`src/rtl/fpu_pkg.sv`:
```
// Shared types and constants for the floating-point normalization datapath.
package fpu_pkg;
  localparam int unsigned NORM_MANT_WIDTH = 24;
  localparam int unsigned NORM_EXP_WIDTH  = 8;
  localparam int unsigned NUM_NORM_REQ    = 2;

  typedef enum logic {
    REQ_ADDSUB = 1'b0,
    REQ_ITOF   = 1'b1
  } req_id_e;

  typedef struct packed {
    logic [NORM_MANT_WIDTH-1:0] mantissa;
    logic [NORM_EXP_WIDTH-1:0]  exponent;
  } norm_req_t;

  typedef struct packed {
    logic [NORM_MANT_WIDTH-1:0] mantissa;
    logic [NORM_EXP_WIDTH-1:0]  exponent;
    logic                       zero;
  } norm_rsp_t;
endpackage

```
`src/rtl/normalize_arbiter_if.sv`:
```
// Request, normalizer and response signals of the shared normalization unit.
interface normalize_arbiter_if #(
  parameter int unsigned MANT_WIDTH = 24,
  parameter int unsigned EXP_WIDTH  = 8
);
  import fpu_pkg::*;

  logic [NUM_NORM_REQ-1:0]                 req_valid;
  logic [NUM_NORM_REQ-1:0]                 req_ready;
  logic [NUM_NORM_REQ-1:0][MANT_WIDTH-1:0] req_mantissa;
  logic [NUM_NORM_REQ-1:0][EXP_WIDTH-1:0]  req_exponent;

  logic                  nrm_valid;
  logic [MANT_WIDTH-1:0] nrm_mantissa;
  logic [EXP_WIDTH-1:0]  nrm_exponent;
  logic                  nrm_result_valid;
  logic [MANT_WIDTH-1:0] nrm_result_mantissa;
  logic [EXP_WIDTH-1:0]  nrm_result_exponent;
  logic                  nrm_result_zero;

  logic [NUM_NORM_REQ-1:0]                 rsp_valid;
  logic [NUM_NORM_REQ-1:0]                 rsp_ready;
  logic [NUM_NORM_REQ-1:0][MANT_WIDTH-1:0] rsp_mantissa;
  logic [NUM_NORM_REQ-1:0][EXP_WIDTH-1:0]  rsp_exponent;
  logic [NUM_NORM_REQ-1:0]                 rsp_zero;
  logic                                    err_latency;

  modport master (
    output req_valid, req_mantissa, req_exponent,
    output nrm_result_valid, nrm_result_mantissa, nrm_result_exponent, nrm_result_zero,
    output rsp_ready,
    input  req_ready, nrm_valid, nrm_mantissa, nrm_exponent,
    input  rsp_valid, rsp_mantissa, rsp_exponent, rsp_zero, err_latency
  );

  modport slave (
    input  req_valid, req_mantissa, req_exponent,
    input  nrm_result_valid, nrm_result_mantissa, nrm_result_exponent, nrm_result_zero,
    input  rsp_ready,
    output req_ready, nrm_valid, nrm_mantissa, nrm_exponent,
    output rsp_valid, rsp_mantissa, rsp_exponent, rsp_zero, err_latency
  );
endinterface

```
`src/rtl/norm_result_fifo.sv`:
```
// Pointer-based result FIFO; head entry is presented combinationally.
module norm_result_fifo #(
  parameter int unsigned WIDTH = 33,
  parameter int unsigned DEPTH = 4
) (
  input  logic             clk,
  input  logic             reset,
  input  logic             push,
  input  logic [WIDTH-1:0] push_data,
  input  logic             pop,
  output logic [WIDTH-1:0] head,
  output logic             empty
);
  localparam int unsigned AW = $clog2(DEPTH);
  localparam logic [AW:0] PTR_ONE = (AW + 1)'(1);

  logic [AW:0]      wptr_q, rptr_q;
  logic [WIDTH-1:0] mem_q [DEPTH];
  logic             full;

  always_ff @(posedge clk or posedge reset) begin
    if (reset) begin
      wptr_q <= '0;
      rptr_q <= '0;
      for (int i = 0; i < DEPTH; i++) mem_q[i] <= '0;
    end else begin
      // Push into a full FIFO overwrites the slot being popped this cycle.
      if (push) begin
        mem_q[wptr_q[AW-1:0]] <= push_data;
        wptr_q                <= wptr_q + PTR_ONE;
      end
      if (pop) rptr_q <= rptr_q + PTR_ONE;
    end
  end

  assign empty = (wptr_q == rptr_q);
  assign full  = (wptr_q[AW] != rptr_q[AW]) && (wptr_q[AW-1:0] == rptr_q[AW-1:0]);
  assign head  = mem_q[rptr_q[AW-1:0]];

  a_no_overflow: assert property (@(posedge clk) disable iff (reset) !(push && full && !pop));
endmodule

```
`src/rtl/normalize_arbiter.sv`:
```
// Round-robin sharing of one fixed-latency normalizer between add/sub and int-to-float,
// with tag-steered returns into credit-protected per-requester result FIFOs.
module normalize_arbiter
  import fpu_pkg::*;
#(
  parameter int unsigned MANT_WIDTH   = 24,
  parameter int unsigned EXP_WIDTH    = 8,
  parameter int unsigned LATENCY      = 3,
  parameter int unsigned RESULT_DEPTH = 4
) (
  input logic                clk,
  input logic                reset,
  normalize_arbiter_if.slave bus
);
  localparam int unsigned CW = $clog2(RESULT_DEPTH) + 1;
  localparam int unsigned RW = MANT_WIDTH + EXP_WIDTH + 1;
  localparam logic [CW-1:0] CREDIT_INIT = CW'(RESULT_DEPTH);

  logic [NUM_NORM_REQ-1:0][CW-1:0] credit_q;
  logic                            last_grant_q;
  logic [LATENCY-1:0]              tag_valid_q;
  logic [LATENCY-1:0]              tag_id_q;
  logic                            err_q;

  logic [NUM_NORM_REQ-1:0]         eligible, grant, push, pop, credit_ret, empty;
  logic [NUM_NORM_REQ-1:0][RW-1:0] head;
  logic                            issue_id, tag_out_valid, tag_out_id;
  logic [RW-1:0]                   result_word;

  always_comb begin
    for (int i = 0; i < NUM_NORM_REQ; i++) begin
      eligible[i] = bus.req_valid[i] && (credit_q[i] != '0);
    end
    grant = '0;
    if (!reset) begin
      grant[REQ_ADDSUB] = eligible[REQ_ADDSUB] && (!eligible[REQ_ITOF] || last_grant_q == REQ_ITOF);
      grant[REQ_ITOF]   = eligible[REQ_ITOF] && (!eligible[REQ_ADDSUB] || last_grant_q == REQ_ADDSUB);
    end
    issue_id = grant[REQ_ITOF];
  end

  assign bus.req_ready    = grant;
  assign bus.nrm_valid    = |grant;
  assign bus.nrm_mantissa = (|grant) ? bus.req_mantissa[issue_id] : '0;
  assign bus.nrm_exponent = (|grant) ? bus.req_exponent[issue_id] : '0;

  assign tag_out_valid = tag_valid_q[LATENCY-1];
  assign tag_out_id    = tag_id_q[LATENCY-1];
  assign result_word   = {bus.nrm_result_mantissa, bus.nrm_result_exponent, bus.nrm_result_zero};

  always_comb begin
    push       = '0;
    credit_ret = '0;
    pop        = '0;
    for (int i = 0; i < NUM_NORM_REQ; i++) begin
      push[i]       = tag_out_valid && bus.nrm_result_valid && (tag_out_id == 1'(i));
      // A missing result frees the slot it had reserved.
      credit_ret[i] = tag_out_valid && !bus.nrm_result_valid && (tag_out_id == 1'(i));
      pop[i]        = !empty[i] && bus.rsp_ready[i];
    end
  end

  always_ff @(posedge clk or posedge reset) begin
    if (reset) begin
      credit_q     <= {NUM_NORM_REQ{CREDIT_INIT}};
      last_grant_q <= REQ_ITOF;
      tag_valid_q  <= '0;
      tag_id_q     <= '0;
      err_q        <= 1'b0;
    end else begin
      for (int i = 0; i < NUM_NORM_REQ; i++) begin
        credit_q[i] <= credit_q[i] + CW'(pop[i]) + CW'(credit_ret[i]) - CW'(grant[i]);
      end
      if (|grant) last_grant_q <= issue_id;
      tag_valid_q[0] <= |grant;
      tag_id_q[0]    <= issue_id;
      for (int s = 1; s < LATENCY; s++) begin
        tag_valid_q[s] <= tag_valid_q[s-1];
        tag_id_q[s]    <= tag_id_q[s-1];
      end
      if (tag_out_valid != bus.nrm_result_valid) err_q <= 1'b1;
    end
  end

  assign bus.err_latency = err_q;

  for (genvar g = 0; g < NUM_NORM_REQ; g++) begin : g_fifo
    norm_result_fifo #(
      .WIDTH (RW),
      .DEPTH (RESULT_DEPTH)
    ) u_fifo (
      .clk       (clk),
      .reset     (reset),
      .push      (push[g]),
      .push_data (result_word),
      .pop       (pop[g]),
      .head      (head[g]),
      .empty     (empty[g])
    );
    assign bus.rsp_valid[g] = !empty[g];
    assign {bus.rsp_mantissa[g], bus.rsp_exponent[g], bus.rsp_zero[g]} = head[g];
  end
endmodule

```
`src/flat_wrapper.sv`:
```
// flat-port wrapper written by rule: the top's interface ports become plain ports
module normalize_arbiter_flat import fpu_pkg::*;
#(
  parameter int unsigned MANT_WIDTH   = 24,
  parameter int unsigned EXP_WIDTH    = 8,
  parameter int unsigned LATENCY      = 3,
  parameter int unsigned RESULT_DEPTH = 4
)
  (clk, reset, bus_req_valid, bus_req_mantissa, bus_req_exponent, bus_nrm_result_valid, bus_nrm_result_mantissa, bus_nrm_result_exponent, bus_nrm_result_zero, bus_rsp_ready, bus_req_ready, bus_nrm_valid, bus_nrm_mantissa, bus_nrm_exponent, bus_rsp_valid, bus_rsp_mantissa, bus_rsp_exponent, bus_rsp_zero, bus_err_latency);
  normalize_arbiter_if #(.MANT_WIDTH(MANT_WIDTH), .EXP_WIDTH(EXP_WIDTH)) bus_i ();
  input logic clk;
  input logic reset;
  input wire logic [$bits(bus_i.req_valid)-1:0] bus_req_valid;
  input wire logic [$bits(bus_i.req_mantissa)-1:0] bus_req_mantissa;
  input wire logic [$bits(bus_i.req_exponent)-1:0] bus_req_exponent;
  input wire logic [$bits(bus_i.nrm_result_valid)-1:0] bus_nrm_result_valid;
  input wire logic [$bits(bus_i.nrm_result_mantissa)-1:0] bus_nrm_result_mantissa;
  input wire logic [$bits(bus_i.nrm_result_exponent)-1:0] bus_nrm_result_exponent;
  input wire logic [$bits(bus_i.nrm_result_zero)-1:0] bus_nrm_result_zero;
  input wire logic [$bits(bus_i.rsp_ready)-1:0] bus_rsp_ready;
  output wire logic [$bits(bus_i.req_ready)-1:0] bus_req_ready;
  output wire logic [$bits(bus_i.nrm_valid)-1:0] bus_nrm_valid;
  output wire logic [$bits(bus_i.nrm_mantissa)-1:0] bus_nrm_mantissa;
  output wire logic [$bits(bus_i.nrm_exponent)-1:0] bus_nrm_exponent;
  output wire logic [$bits(bus_i.rsp_valid)-1:0] bus_rsp_valid;
  output wire logic [$bits(bus_i.rsp_mantissa)-1:0] bus_rsp_mantissa;
  output wire logic [$bits(bus_i.rsp_exponent)-1:0] bus_rsp_exponent;
  output wire logic [$bits(bus_i.rsp_zero)-1:0] bus_rsp_zero;
  output wire logic [$bits(bus_i.err_latency)-1:0] bus_err_latency;
  assign bus_i.req_valid = bus_req_valid;
  assign bus_i.req_mantissa = bus_req_mantissa;
  assign bus_i.req_exponent = bus_req_exponent;
  assign bus_i.nrm_result_valid = bus_nrm_result_valid;
  assign bus_i.nrm_result_mantissa = bus_nrm_result_mantissa;
  assign bus_i.nrm_result_exponent = bus_nrm_result_exponent;
  assign bus_i.nrm_result_zero = bus_nrm_result_zero;
  assign bus_i.rsp_ready = bus_rsp_ready;
  assign bus_req_ready = bus_i.req_ready;
  assign bus_nrm_valid = bus_i.nrm_valid;
  assign bus_nrm_mantissa = bus_i.nrm_mantissa;
  assign bus_nrm_exponent = bus_i.nrm_exponent;
  assign bus_rsp_valid = bus_i.rsp_valid;
  assign bus_rsp_mantissa = bus_i.rsp_mantissa;
  assign bus_rsp_exponent = bus_i.rsp_exponent;
  assign bus_rsp_zero = bus_i.rsp_zero;
  assign bus_err_latency = bus_i.err_latency;
  normalize_arbiter #(.MANT_WIDTH(MANT_WIDTH), .EXP_WIDTH(EXP_WIDTH), .LATENCY(LATENCY), .RESULT_DEPTH(RESULT_DEPTH)) u_core (.clk(clk), .reset(reset), .bus(bus_i));
endmodule
```
`config.mk`:
```
export PLATFORM = sky130hd
export DESIGN_NAME = normalize_arbiter_flat
export DESIGN_NICKNAME = d
export VERILOG_FILES = /design/src/rtl/fpu_pkg.sv /design/src/rtl/normalize_arbiter_if.sv /design/src/rtl/norm_result_fifo.sv /design/src/rtl/normalize_arbiter.sv /design/src/flat_wrapper.sv
export SDC_FILE = /design/constraint.sdc
export NUM_CORES = 1
export LEC_CHECK = 0
export CAP_MARGIN = 40
export CELL_PAD_IN_SITES_DETAIL_PLACEMENT = 0
export CELL_PAD_IN_SITES_GLOBAL_PLACEMENT = 1
export CORE_ASPECT_RATIO = 0.5
export CORE_MARGIN = 4
export CORE_UTILIZATION = 46
export CTS_CLUSTER_SIZE = 8
export DETAILED_ROUTE_END_ITERATION = 16
export PLACE_DENSITY = 0.8
export SYNTH_ARGS = -nofsm -noshare
export SYNTH_HDL_FRONTEND = slang
export SYNTH_SLANG_ARGS = --single-unit
```
`constraint.sdc`:
```
create_clock -name clk -period 25.8 [get_ports clk]
set_input_delay 7.74 -clock clk [delete_from_list [all_inputs] [get_ports clk]]
set_output_delay 7.74 -clock clk [all_outputs]
set_load 0.005 [all_outputs]
```
==> impl_metrics.csv <==
group,metric,value,unit
worst_setup_path,max_stage_delay,540,ps
cells_and_area,drive_gt1_share,40.5,%
sta,worst_slew_pin_slew,820,ps
global_route,antenna_found_initial,0,
floorplanning,io_pins,208,
cells_and_area,antenna_cells,0,
floorplanning,coreArea,29500,sq um
drt,vias,8067,
sta,totalNegativeSetupSlack,0,ps
sta,fin_skew,12.6,ps
sta,fmax,57.1,MHz
placed_design,hpwl,19900,um
run,maxCapViolations,0,
sta,rsz0062_at_grt,"false",
sta,worst_hold_slack,350,ps
drt,viasPerCell,5.48,
cts,cts_tree,"built",
cells_and_area,nNetsFinal,1194,
power,vdd_drop_max,0.0000627,V
cts,cts_setup_buffers,0,
sta,slew_violations,0,
cts,numCtsBuffers,42,
drt,drc,0,
synth,yosysWarnings,0,
worst_setup_path,cp_slowest_cell,"clkdlybuf4s50_1",
synth,synth_area_leaders,"dfrtp_1 (51%), mux2_2 (12%), mux2_4 (12%)",
drt,drtAntennaViolNets,0,
placed_design,numPortBuffers,207,
drt,drt-pass1-iter-count,4,
global_route,grt_pass1_vias,9172,
synth,syn_nets,984,
worst_hold_path,hold_path.class,"reg -> reg",
synth,synth_seq_cells,290,
sta,finalSetupViolCount,0,
worst_setup_path,path_cells,"buf_2, buf_4, inv_8, buf_16, nand2_1, o32ai_2, clkdlybuf4s50_1",
drt,drtIter0Drc,461,
floorplanning,rows,44,
cts,cts_hold_buf,0,
worst_setup_path,required,18060,ps
sta,min_period,17510,ps
power,p_leak,8.19,nW
synth,yosysSeqAreaShare,51.7,%
worst_setup_path,arrival,9770,ps
drt,wl_per_cell,21.7,um
cts,clockBufferDepth,3,
global_route,grt-ovfl-total,0,
power,power.total,0.00205,W
floorplanning,die_h,132,um
floorplanning,dieArea,33500,sq um
cts,clkLatencyLatePin,520,ps
global_route,grt_max_degree,93,
global_route,track_usage,19.3,%
cells_and_area,design_area,17600,sq um
worst_setup_path,cp_max_fo,92,
worst_setup_path,worst-path-buf-inv,5,
synth,ys_types,38,
global_route,grt_pass1_wl,51900,um
outcome,status,"finished, final reports clean",
placed_design,place_area,16400,sq um
cts,clk_pin_slew,50,ps
sta,finalHoldViolations,0,
cts,clock-root-buffer,"clkbuf_16",
power,powerDensity,116,nW/um^2
synth,syn-instance-count,862,
sta,relSlewSlack,45.3,%
cts,htree_levels,2,
floorplanning,initial_core_util,47.6,%
worst_setup_path,start_kind,"primary input",
sta,finalCritPeriodShare,67.9,%
synth,yosysTopAreaCellShare,51.2,%
synth,syn_avg_cell_area,16.3,sq um
synth,syn_area,14000,sq um
cts,cts.sinks,290,
floorplanning,die_x,255,um
synth,yosys.area.top_type,"dfrtp_1",
drt,routed_wl,32000,um
worst_setup_path,path_class,"in -> out",
cts,ctsResizeCount,0,
worst_setup_path,cp-end-kind,"output pin",
worst_setup_path,cp_top_family,"buffers and inverters",
placed_design,routabilityCongestion,0.761,
cells_and_area,fill_cells,2243,
cells_and_area,area_growth,25.5,%
==> routing by layer <==
metal / up-vias / routed length (um) / track usage (%)
li1: 3560 / - / -
met1: 4322 / 14200 / 26.2
met2: 154 / 16000 / 32.4
met3: 31 / 1470 / 4.40
met4: 0 / 340 / 3.45
met5: - / 0 / 0
==> cells in the mapped netlist <==
master	instances
o2111a_1	1
o211ai_2	1
o31ai_4	1
o32ai_2	29
dfstp_2	3
nor4_1	1
ha_1	14
or3_1	2
nor2_1	2
xnor2_1	10
nor2b_2	1
inv_1	48
mux2i_1	1
nand3_1	4
or3_4	1
mux2_1	9
nor3_1	1
nand2b_1	2
xor2_1	6
dfrtp_1	287
o311ai_0	1
a21oi_1	2
fa_1	4
o32ai_1	3
a31o_4	1
mux2_4	110
buf_4	4
o311a_1	1
nand2_4	4
o31ai_1	1
clkbuf_1	8
buf_2	28
o31ai_2	2
mux4_2	66
o21ai_0	2
buf_6	16
nand2_1	37
mux2_2	148
==> power by group <==
group / switching, W / internal [W] / total (W) / leakage [nW]
sequential: 0.000118 / 0.000638 / 0.000756 / 3.69
clock: 0.000186 / 0.000308 / 0.000494 / 0.568
combinational: 0.000277 / 0.000523 / 0.000800 / 3.93
total: 0.000581 / 0.00147 / 0.00205 / 8.19
==> area by class of cell <==
type                            instances  area [sq um]  share of cell area [%]
Sequential cell                       290          7270                    41.3
Multi-Input combinational cell        468          6240                    35.4
Timing Repair Buffer                  222          2260                    12.8
Clock buffer                           53          1160                    6.57
Tap cell                              391           489                    2.78
Inverter                               48           188                    1.07
Clock inverter                          1          8.76                  0.0497
==> stage by stage <==
step	std cells	worst slack [ps]	util, %
6_report	1473	8290	59.7
3_5_place_dp	1419	8210	55.7
2_1_floorplan	862	962	-
3_3_place_gp	1415	8250	55.3
4_1_cts	1473	8190	59.7
5_1_grt	1473	8050	59.7
==> state kept, by name, indices dropped and copies added (netlist names) <==
name	cells
u_core.g_fifo.u_fifo.mem_q	264
u_core.g_fifo.u_fifo.wptr_q	6
u_core.last_grant_q	1
u_core.bus.err_latency	1
u_core.tag_valid_q	3
u_core.credit_q	6
u_core.g_fifo.u_fifo.rptr_q	6
u_core.tag_id_q	3
==> logic make-up (layout without fill, tap and decap cells) <==
group,after synthesis,after routing,synth area share (%)
AO/OA/AOI/OAI,45,45,4.50
XOR/XNOR,16,16,0.999
adder cells (fa/ha/maj),18,18,1.82
buffers and inverters,104,324,3.99
flip-flops,290,290,51.7
multiplexers,334,334,35.0
AND/OR/NAND/NOR,55,55,1.91
==> placed cells by master (no fill, tap or decap), types with 2 or more instances in the layout <==
cell and n:
o21ai_0 2, mux2_1 9, buf_4 11, inv_1 47, mux2_2 148, or3_1 2, mux2_4 110, nand3_2 4
a21oi_1 2, xnor2_1 10, dfstp_2 3, fa_1 4, o32ai_2 29, o31ai_2 2, dfrtp_1 283, buf_16 4
nand2b_1 2, mux4_2 66, dfrtp_2 4, clkbuf_16 45, o32ai_1 3, clkdlybuf4s50_1 206, ha_1 14, nand2_4 4
xor2_1 6, nand2_1 37, clkbuf_1 8, nor2_1 2
==> final timing paths <==
| kind | depth (start not counted) | slack, ps | start | endpoint |
|---|---|---|---|---|
| min in group asynchronous | 3 | 7620 | reset | u_core.g_fifo[1].u_fifo.mem_q[61] |
| worst max-delay path | 7 | 8290 | reset | bus_nrm_mantissa[16] |
| max in group asynchronous | 6 | 16590 | reset | u_core.g_fifo[1].u_fifo.mem_q[66] |
| worst min-delay path | 0 | 350 | u_core.tag_id_q[0] | u_core.tag_id_q[1] |
| worst min register to register | 0 | 350 | u_core.tag_id_q[0] | u_core.tag_id_q[1] |
| worst max register to register | 8 | 22460 | u_core.g_fifo[0].u_fifo.rptr_q[0] | u_core.credit_q[2] |
No activity file was read; power rests on OpenSTA's default activity.
